`src/rtl/fetch_decode_queue.sv`:
```
// fetch_decode_queue
//   Instruction queue between Fetch and Decode. Fetch pushes {inst, pc}
//   pairs and Decode pops them with a valid/ready handshake. The queue
//   absorbs Decode stalls, and a flush (taken-branch redirect) discards
//   every queued word.
//
// Ports
//   clk, rst_n            clock; asynchronous active-low reset
//   flush                 redirect pulse; has priority over push and pop
//   in_valid/in_inst/in_pc/in_ready     Fetch side (push = in_valid & in_ready)
//   out_valid/out_inst/out_pc/out_pc4/out_ready  Decode side (pop = out_valid & out_ready)
//   count                 number of valid entries, 0..DEPTH
module fetch_decode_queue #(
    parameter int          DEPTH = 4,
    parameter int          AW    = 2,
    parameter logic [31:0] NOP   = 32'h00000000
) (
    input  logic          clk,
    input  logic          rst_n,
    input  logic          flush,
    input  logic          in_valid,
    input  logic [31:0]   in_inst,
    input  logic [31:0]   in_pc,
    output logic          in_ready,
    output logic          out_valid,
    output logic [31:0]   out_inst,
    output logic [31:0]   out_pc,
    output logic [31:0]   out_pc4,
    input  logic          out_ready,
    output logic [AW:0]   count
);

    typedef struct packed {
        logic [31:0] inst;
        logic [31:0] pc;
    } entry_t;

    localparam logic [AW:0] FULL = (AW+1)'(DEPTH);

    entry_t        mem_q [DEPTH];
    logic [AW-1:0] rd_ptr_q, rd_ptr_d;
    logic [AW-1:0] wr_ptr_q, wr_ptr_d;
    logic [AW:0]   count_q,  count_d;
    logic          push, pop;

    // in_ready comes only from registered count, so a full queue refuses a
    // push even when Decode pops in the same cycle.
    assign in_ready  = (count_q != FULL);
    assign out_valid = (count_q != '0);
    assign count     = count_q;

    // A flush discards any same-cycle push and pop.
    assign push = in_valid & in_ready & ~flush;
    assign pop  = out_valid & out_ready & ~flush;

    // First-word fall-through: head is read straight from storage.
    always_comb begin
        out_inst = NOP;
        out_pc   = '0;
        out_pc4  = '0;
        if (out_valid) begin
            out_inst = mem_q[rd_ptr_q].inst;
            out_pc   = mem_q[rd_ptr_q].pc;
            out_pc4  = mem_q[rd_ptr_q].pc + 32'd4;
        end
    end

    always_comb begin
        rd_ptr_d = rd_ptr_q;
        wr_ptr_d = wr_ptr_q;
        count_d  = count_q;
        if (flush) begin
            rd_ptr_d = wr_ptr_q;
            count_d  = '0;
        end else begin
            // Pointers wrap naturally because DEPTH == 2**AW.
            if (push) wr_ptr_d = wr_ptr_q + 1'b1;
            if (pop)  rd_ptr_d = rd_ptr_q + 1'b1;
            case ({push, pop})
                2'b10:   count_d = count_q + 1'b1;
                2'b01:   count_d = count_q - 1'b1;
                default: count_d = count_q;
            endcase
        end
    end

    always_ff @(posedge clk or negedge rst_n) begin
        if (!rst_n) begin
            rd_ptr_q <= '0;
            wr_ptr_q <= '0;
            count_q  <= '0;
        end else begin
            rd_ptr_q <= rd_ptr_d;
            wr_ptr_q <= wr_ptr_d;
            count_q  <= count_d;
        end
    end

    // Storage needs no reset; count gates every read.
    always_ff @(posedge clk) begin
        if (push) mem_q[wr_ptr_q] <= '{inst: in_inst, pc: in_pc};
    end

endmodule

```
`config.mk`:
```
export PLATFORM = sky130hd
export DESIGN_NAME = fetch_decode_queue
export DESIGN_NICKNAME = d
export VERILOG_FILES = /design/src/rtl/fetch_decode_queue.sv
export SDC_FILE = /design/constraint.sdc
export NUM_CORES = 1
export LEC_CHECK = 0
export CAP_MARGIN = 20
export CORE_MARGIN = 10
export CORE_UTILIZATION = 40
export CTS_CLUSTER_SIZE = 8
export DETAILED_ROUTE_END_ITERATION = 10
export PLACE_DENSITY = 0.69
export SLEW_MARGIN = 20
export SYNTH_ARGS = -nofsm -noshare
export SYNTH_HDL_FRONTEND = slang
export SYNTH_SLANG_ARGS = --single-unit
```
`constraint.sdc`:
```
create_clock -name clk -period 7.7 [get_ports clk]
set_input_delay 1.155 -clock clk [delete_from_list [all_inputs] [get_ports clk]]
set_output_delay 1.155 -clock clk [all_outputs]
set_load 0.05 [all_outputs]
```
Word level (Yosys, flattened, before mapping)

Memories as Yosys holds them, arrays and structs flattened.
Index checks and enable logic that the tools add are counted.

Add/subtract/negate cells: 5
Multipliers: 0
Div/mod/pow operators: 0
Order comparisons: 0
Equal/unequal tests: 3
Shifts and indexed selects: 0
Mux-type cells: 9
Bitwise operators: 5
Reductions and logical operators: 4

Operator list:

| operator                | number |
|---|---|
| $mux W32                | 3 |
| $add A32 B3 Y32 const B | 1 |
| $pmux W3 S2             | 1 |
| $reduce_bool A3 Y1      | 2 |
| $add A2 B1 Y2 const B   | 2 |
| $and A1 B1 Y1           | 4 |
| $mux W2                 | 2 |
| $add A3 B1 Y3 const B   | 1 |
| $mux W3                 | 1 |
| $ne A3 B3 Y1 const B    | 1 |
| $sub A3 B1 Y3 const B   | 1 |
| $eq A2 B1 Y1 const B    | 1 |
| $eq A2 B2 Y1 const B    | 1 |
| $mux W1                 | 2 |
| $reduce_and A2 Y1       | 1 |
| $reduce_bool A2 Y1      | 1 |
| $not A1 Y1              | 1 |

Register bits after elaboration: 7
Bits in latches: 0
Memory bits (writable): 256
ROM bits: 0
Output and inout bits: 101
Memories kept: 1

Memories:

| memory | words | width | rd ports | clocked after memory_dff | wr ports | line | text |
|---|---|---|---|---|---|---|---|
| mem_q  | 4     | 64    | 1        | 0                        | 1        | 40   | `entry_t mem_q [DEPTH];` |

Logic depth before layout (Yosys ltp)

Gate-level depths: netlist of run 1.

Word-level depth: 6
Gate-level depth with buffers: 11
Depth with buffers taken out: 10

Worst setup path after synthesis of run 1

OpenSTA, ideal clock, no wires.

Kind: flip-flop to output port
Start: reg rd_ptr_q[0]
End: out out_pc4[18]
Arrival: 2.982 ns
Data required time: 6.545 ns
Slack: 3.563 ns
Cell stages (with the launch flop): 9
Path buffers: 3
Cell sequence: dfrtp_1 buf_6 buf_6 mux4_2 ha_1 clkbuf_1 nand3_1 or4_1 a21oi_1

Longest elaborated chain between the ends: 3

Ends and longest elaborated chain:

| what                     | line | text |
|---|---|---|
| start: declaration       | 41   | `logic [AW-1:0] rd_ptr_q, rd_ptr_d;` |
| start signal: assignment | 93   | `rd_ptr_q <= rd_ptr_d;` |
| $mem_v2 Z4 W64           | -    |  |
| $add A32 B3 Y32          | 64   | `out_pc4 = mem_q[rd_ptr_q].pc + 32'd4;` |
| $mux W32                 | 61   | `if (out_valid) begin` |
| end: declaration         | 28   | `output logic [31:0] out_pc4,` |

No other way between the ends.

Worst setup path after layout of run 1

Start: reg rd_ptr_q[1]
End: out out_pc4[20]

Same word-level chain as after synthesis.

==> flow_summary_export.csv, run 1 <==
group,metric,value,unit
synthesis,ys.flop_type,"edfxtp_1",
global_routing,grt_use_total,14.4,%
sta,finalHoldViolations,0,
placed_design,gp_congestion,0.777,
clocking,clock-sinks,263,
clocking,postCtsHoldBufs,0,
pwr,p_sw,1660,uW
clocking,clk_latency,0.49,ns
clocking,htree_num_levels,2,
sta,skew,0.00616,ns
pwr,power_frac_clock,29.5,%
critical_path,path_max_fanout,65,
pwr,intPower,3310,uW
sta,rsz0062_at_grt,"no",
route,first_pass_iters,4,
global_routing,overflow,0,
critical_path,crit_chain,"mux4_1 -> and4_1 -> nand4_2 -> or4b_1 -> a21oi_1 -> clkdlybuf4s50_1",
synthesis,ys_types,42,
clocking,cts_buffers,38,
floorplan,start_util,40.9,%
sta,min_period,5.57,ns
run,drv_cap,0,
critical_path,reg2reg_depth,10,
synthesis,syn_nets,674,
route,via_per_inst,5.31,
synthesis,syn_area_per_cell,18.4,um^2
critical_path,critPathSlowestCell,"dfrtp_4",
critical_path,worstPathRequired,6.55,ns
placed_design,hpwl,15300,um
layout,layout-drive-gt1-share,13.3,%
clocking,clockBufferDepth,3,
synthesis,synthArstFlopShare,2.66,%
pwr,peakVddDrop,0.203,mV
layout,multi_input_area,2980,um^2
floorplan,dieArea,34700,um^2
floorplan,io_pins,170,
clocking,clk_pin_slew,0.05,ns
critical_path,max_stage_delay,1.04,ns
sta,slew_headroom,30.7,%
floorplan,core,27000,um^2
global_routing,grt_pass1_vias,6525,
layout,fin_area,14100,um^2
floorplan,rows,60,
route,drtIter0Drc,312,
floorplan,dieWidth,186,um
route,detail-route-antenna-nets,0,
synthesis,syn_inst,599,
critical_path,r2r_slack,4.30,ns
sta,tightestPinTransition,1.04,ns
route,routed_wl,24800,um
layout,nets,848,
hold_path,hold_class,"reg2reg",
layout,nFillCells,2205,
synthesis,synth_area_leaders,"edfxtp_1, mux4_2, mux4_1",
critical_path,r2r_start,"count[1]",
route,wl_per_cell,22.1,um
layout,register_area,7870,um^2
placed_design,port_buffers,169,
critical_path,crit_arrival,4.41,ns
global_routing,grt_start_max_net_pins,66,
synthesis,synth_top_cell_by_area,"edfxtp_1",
layout,layout_common_cells,"edfxtp_1, clkdlybuf4s50_1, and2_1",
synthesis,synth_area,11000,um^2
sta,finalCritPeriodShare,72.3,%
route,vias,5963,
global_routing,antenna_found_initial,7,
route,drc_errors,0,
sta,holdWs,0.556,ns
clocking,cts_setup_buffers,0,
layout,final_util,52.0,%
hold_path,hold_path_end,"rd_ptr_q[0]",
outcome,status,"completed",
clocking,post_cts_resized,0,
pwr,p_per_area,354,nW/um^2
pwr,power_frac_comb,32.8,%
placed_design,dpl_cell_area,13000,um^2
global_routing,grt_pass1_wl,38300,um
critical_path,timing.rr.end,"count[2]",
synthesis,ys_ff_latch,263,
floorplan,die_h,186,um
critical_path,crit_type,"reg2out",
synthesis,synth_top_area_share,69.6,%
critical_path,startpoint_type,"register",
sta,drv_slew,0,
pwr,power.share.switching,33.4,%
pwr,seqPwrFrac,37.7,%
hold_path,holdPathStages,2,
sta,finalSetupTns,0,ns
synthesis,yosys_warnings,0,
pwr,p_leak,0.00455,uW
critical_path,cp-end-kind,"primary output",
clocking,cts_tree,"yes",
sta,finalSetupViolCount,0,
layout,final_common_cell,"edfxtp_1",
hold_path,hp-start,"wr_ptr_q[0]",
clocking,root_buffer,"clkbuf_16",
synthesis,ys_seq_area_share,71.2,%
sta,fmax,0.180,GHz
synthesis,synth_edf_count,256,
layout,area_delta_synth_final,27.4,%
-- flip-flops by register name, indices dropped and copies added, names as in the netlist --
signal,cells
rd_ptr_q,2
count,3
wr_ptr_q,2
mem_q,256
-- synth_stat cells (2+ instances only) --
cell type,number
a211oi_1,3
a21oi_1,16
and2_1,71
and3_1,2
and4_1,4
buf_2,11
buf_4,2
buf_6,2
clkbuf_1,19
dfrtp_1,7
edfxtp_1,256
ha_1,5
inv_1,6
mux2_2,3
mux4_1,18
mux4_2,46
nand2_1,13
nand2b_1,2
nand3_1,11
nand4_1,9
nand4_2,3
nor2_1,25
nor2b_1,2
nor3_1,6
o21ai_0,9
o31ai_1,9
or3_1,3
or4_1,8
xnor2_1,3
xor2_1,13
-- through the flow --
stage	setup slack, ns	total power [uW]	std cells
2_1_floorplan	3.56	3040	599
3_3_place_gp	2.64	3550	1074
3_5_place_dp	2.63	3560	1074
4_1_cts	2.10	5040	1123
5_1_grt	1.87	5220	1124
6_report	2.13	4980	1124
-- per-layer routing --
layer / wire (um) / vias to the layer above / GRT usage, %
met5: 55 / - / 0
met4: 297 / 8 / 3.68
met3: 1980 / 36 / 4.77
met2: 11800 / 190 / 23.4
met1: 10800 / 2992 / 18.2
li1: - / 2737 / -
-- power groups by stage --
| stage | Clock [uW] | Sequential [uW] | Combinational, uW |
|---|---|---|---|
| 2_1_floorplan | 0 | 1790 | 1250 |
| 5_1_grt | 1580 | 1900 | 1740 |
| 3_5_place_dp | 0 | 1910 | 1650 |
| 6_report | 1470 | 1880 | 1630 |
| 3_3_place_gp | 0 | 1910 | 1640 |
| 4_1_cts | 1500 | 1890 | 1650 |
-- critical path, delay by kind of cell, from the launching register on --
family / cells / cell delay [ns]
DFF: 1 / 1.04
buffers and inverters: 1 / 0.86
muxes: 1 / 0.42
AOI/OAI and AO/OA: 1 / 0.18
and+or+nand+nor: 3 / 1.39
-- kinds of logic after synthesis --
logic type / share of synthesized area [%]
adders and majority gates: 0.748
AOI/OAI and AO/OA: 2.12
buffers and inverters: 1.98
xor gates and xnor gates: 1.27
muxes: 14.0
DFF: 71.2
and+or+nand+nor: 8.70
-- worst max path at each step --
stage	from	end	slack (ns)	depth (start not counted)
2_1_floorplan	rd_ptr_q[0]	out_pc4[18]	3.56	8
3_3_place_gp	rd_ptr_q[1]	out_pc4[18]	2.64	6
3_5_place_dp	rd_ptr_q[1]	out_pc4[18]	2.63	6
4_1_cts	rd_ptr_q[1]	out_pc4[18]	2.10	6
5_1_grt	rd_ptr_q[1]	out_pc4[30]	1.87	6
6_report	rd_ptr_q[1]	out_pc4[20]	2.13	6
-- area by class of cell --
type | instances | share of cell area [%]
inverters | 7 | 0.196
multi-input cells | 292 | 21.2
diodes | 1 | 0.0178
repair buffers | 171 | 12.1
clock buffers | 49 | 7.51
well taps | 341 | 3.03
flip-flops and latches | 263 | 56.0
No activity file was read; power rests on OpenSTA's default activity.
==> inputs of run 2 (changes only) <==
==> constraint.sdc (replaced) <==
create_clock -name clk -period 5.4 [get_ports clk]
set_input_delay 0.81 -clock clk [delete_from_list [all_inputs] [get_ports clk]]
set_output_delay 0.81 -clock clk [all_outputs]
set_load 0.05 [all_outputs]
==> run 2 against run 1 <==
Combinational power rose by 47%. Die area unchanged. Routed wire length is 1.3% higher. Global-route usage decreased by 0.096 points. Clock skew rose by 0.0079 ns. Cell area rose by 0.17%. Critical endpoint is now out_pc4[18]. First-iteration DRC count rose by 26%. Sequential cell count unchanged. Sequential power grew 39%. Non-clock buffer count is 3 higher. Critical path depth unchanged.
==> flow_summary_export.csv, run 2 (synthesized netlist as in run 1, its figures left out) <==
group,metric,value,unit
layout,area_delta_synth_final,27.6,%
route,vias,6021,
placed_design,gp_congestion,0.790,
critical_path,startpoint_type,"register",
critical_path,worstPathRequired,4.59,ns
layout,multi_input_area,2980,um^2
run,drv_cap,0,
clocking,clockBufferDepth,3,
placed_design,hpwl,15600,um
sta,min_period,4.98,ns
pwr,peakVddDrop,0.368,mV
layout,register_area,7870,um^2
global_routing,overflow,0,
clocking,clock-sinks,263,
critical_path,path_max_fanout,27,
pwr,p_leak,0.00457,uW
sta,tightestPinTransition,1.03,ns
sta,rsz0062_at_grt,"no",
route,drc_errors,0,
clocking,htree_num_levels,2,
floorplan,rows,60,
critical_path,timing.rr.end,"count[1]",
layout,layout-drive-gt1-share,13.6,%
layout,final_common_cell,"edfxtp_1",
sta,finalSetupViolCount,0,
critical_path,crit_arrival,4.17,ns
route,via_per_inst,5.34,
route,first_pass_iters,4,
route,routed_wl,25200,um
sta,finalHoldViolations,0,
clocking,cts_buffers,38,
route,wl_per_cell,22.3,um
pwr,p_per_area,504,nW/um^2
layout,largest_register,"mem_q",
clocking,clk_pin_slew,0.05,ns
layout,nets,851,
clocking,post_cts_resized,0,
sta,slew_headroom,31.3,%
critical_path,reg2reg_depth,8,
critical_path,worstSetupEndpoint,"out_pc4[18]",
critical_path,cp-end-kind,"primary output",
layout,layout_common_cells,"edfxtp_1, clkdlybuf4s50_1, and2_1",
floorplan,dieArea,34700,um^2
hold_path,hold_class,"reg2reg",
outcome,status,"completed",
critical_path,max_stage_delay,0.83,ns
floorplan,die_h,186,um
global_routing,grt_use_total,14.3,%
floorplan,core,27000,um^2
critical_path,r2r_slack,2.48,ns
critical_path,crit_chain,"mux4_1 -> and4_1 -> nand3_1 -> or4_1 -> a21oi_1 -> clkdlybuf4s50_1",
critical_path,critPathSlowestCell,"clkdlybuf4s50_1",
pwr,p_total,7100,uW
sta,holdWs,0.562,ns
sta,skew,0.0140,ns
clocking,cts_tree,"yes",
layout,largest_reg_flops,256,
floorplan,start_util,40.9,%
clocking,postCtsHoldBufs,0,
sta,fmax,0.201,GHz
layout,nFillCells,2201,
clocking,root_buffer,"clkbuf_16",
sta,drv_slew,0,
global_routing,grt_pass1_wl,37700,um
route,detail-route-antenna-nets,0,
critical_path,r2r_start,"count[1]",
global_routing,antenna_found_initial,5,
critical_path,critPathLaunch,"rd_ptr_q[0]",
clocking,cts_setup_buffers,0,
clocking,clk_latency,0.49,ns
sta,finalCritPeriodShare,92.2,%
floorplan,io_pins,170,
floorplan,dieWidth,186,um
placed_design,port_buffers,169,
critical_path,crit_type,"reg2out",
sta,finalSetupTns,0,ns
global_routing,grt_start_max_net_pins,65,
global_routing,grt_pass1_vias,6388,
route,drtIter0Drc,393,
==> run 2: cell count changes in the layout (fill, tap and decap cells not counted) <==
cell / delta
buf_4: +3
clkinv_2: -1
diode_2: +1
inv_2: +1
==> run 2: worst min-delay path by stage <==
stage	start	to	slack (ns)	cells after the start
2_1_floorplan	wr_ptr_q[1]	rd_ptr_q[1]	0.50	2
3_3_place_gp	wr_ptr_q[0]	rd_ptr_q[0]	0.55	2
3_5_place_dp	wr_ptr_q[1]	rd_ptr_q[1]	0.55	2
4_1_cts	wr_ptr_q[1]	rd_ptr_q[1]	0.57	2
5_1_grt	rst_n	count[2]	0.60	1
6_report	wr_ptr_q[1]	rd_ptr_q[1]	0.56	2
==> run 2: through the flow <==
step / worst slack (ns) / cell area, um^2 / util [%] / cells
detailed placement: 0.920 / 13000 / 48.2 / 1077
CTS: 0.381 / 14100 / 52.1 / 1126
floorplan: 1.61 / 11000 / - / 599
global placement: 0.934 / 13000 / 48.2 / 1077
global route: 0.203 / 14100 / 52.1 / 1127
finish: 0.424 / 14100 / 52.1 / 1128
==> run 2: metal layers <==
metal | share of wire (%) | up-vias | global-route usage (%)
li1 | - | 2748 | -
met4 | 1.6 | 8 | 3.87
met1 | 41 | 3024 | 17.5
met2 | 48 | 201 | 23.2
met5 | 0.18 | - | 0
met3 | 9.1 | 40 | 5.49
==> run 2: area by class of cell <==
type	instances	share of cell area, %
Sequential cell	263	55.9
Antenna cell	2	0.0355
Clock buffer	49	7.50
Inverter	7	0.187
Timing Repair Buffer	174	12.3
Multi-Input combinational cell	292	21.1
Tap cell	341	3.03
==> run 2: where the power goes <==
group | internal (uW) | switching (uW) | total [uW]
Combinational | 920 | 1470 | 2390
Sequential | 2470 | 139 | 2610
Clock | 1340 | 759 | 2100
==> run 2: worst max-delay path, delay by kind of cell (launching register included) <==
kind | cells | cell delay, ns
simple gates | 3 | 1.48
buf+inv | 1 | 0.83
flops | 1 | 0.67
mux | 1 | 0.50
compound gates | 1 | 0.17
==> inputs of run 3 (changes only) <==
--- a/config.mk
+++ b/config.mk
@@ -8,6 +8,7 @@
 export CAP_MARGIN = 20
 export CORE_MARGIN = 10
 export CORE_UTILIZATION = 40
+export CTS_CLUSTER_DIAMETER = 100
 export CTS_CLUSTER_SIZE = 8
 export DETAILED_ROUTE_END_ITERATION = 10
 export PLACE_DENSITY = 0.69
==> results of run 3 <==
The final DEF is identical to that of run 2; final timing and power are the same.
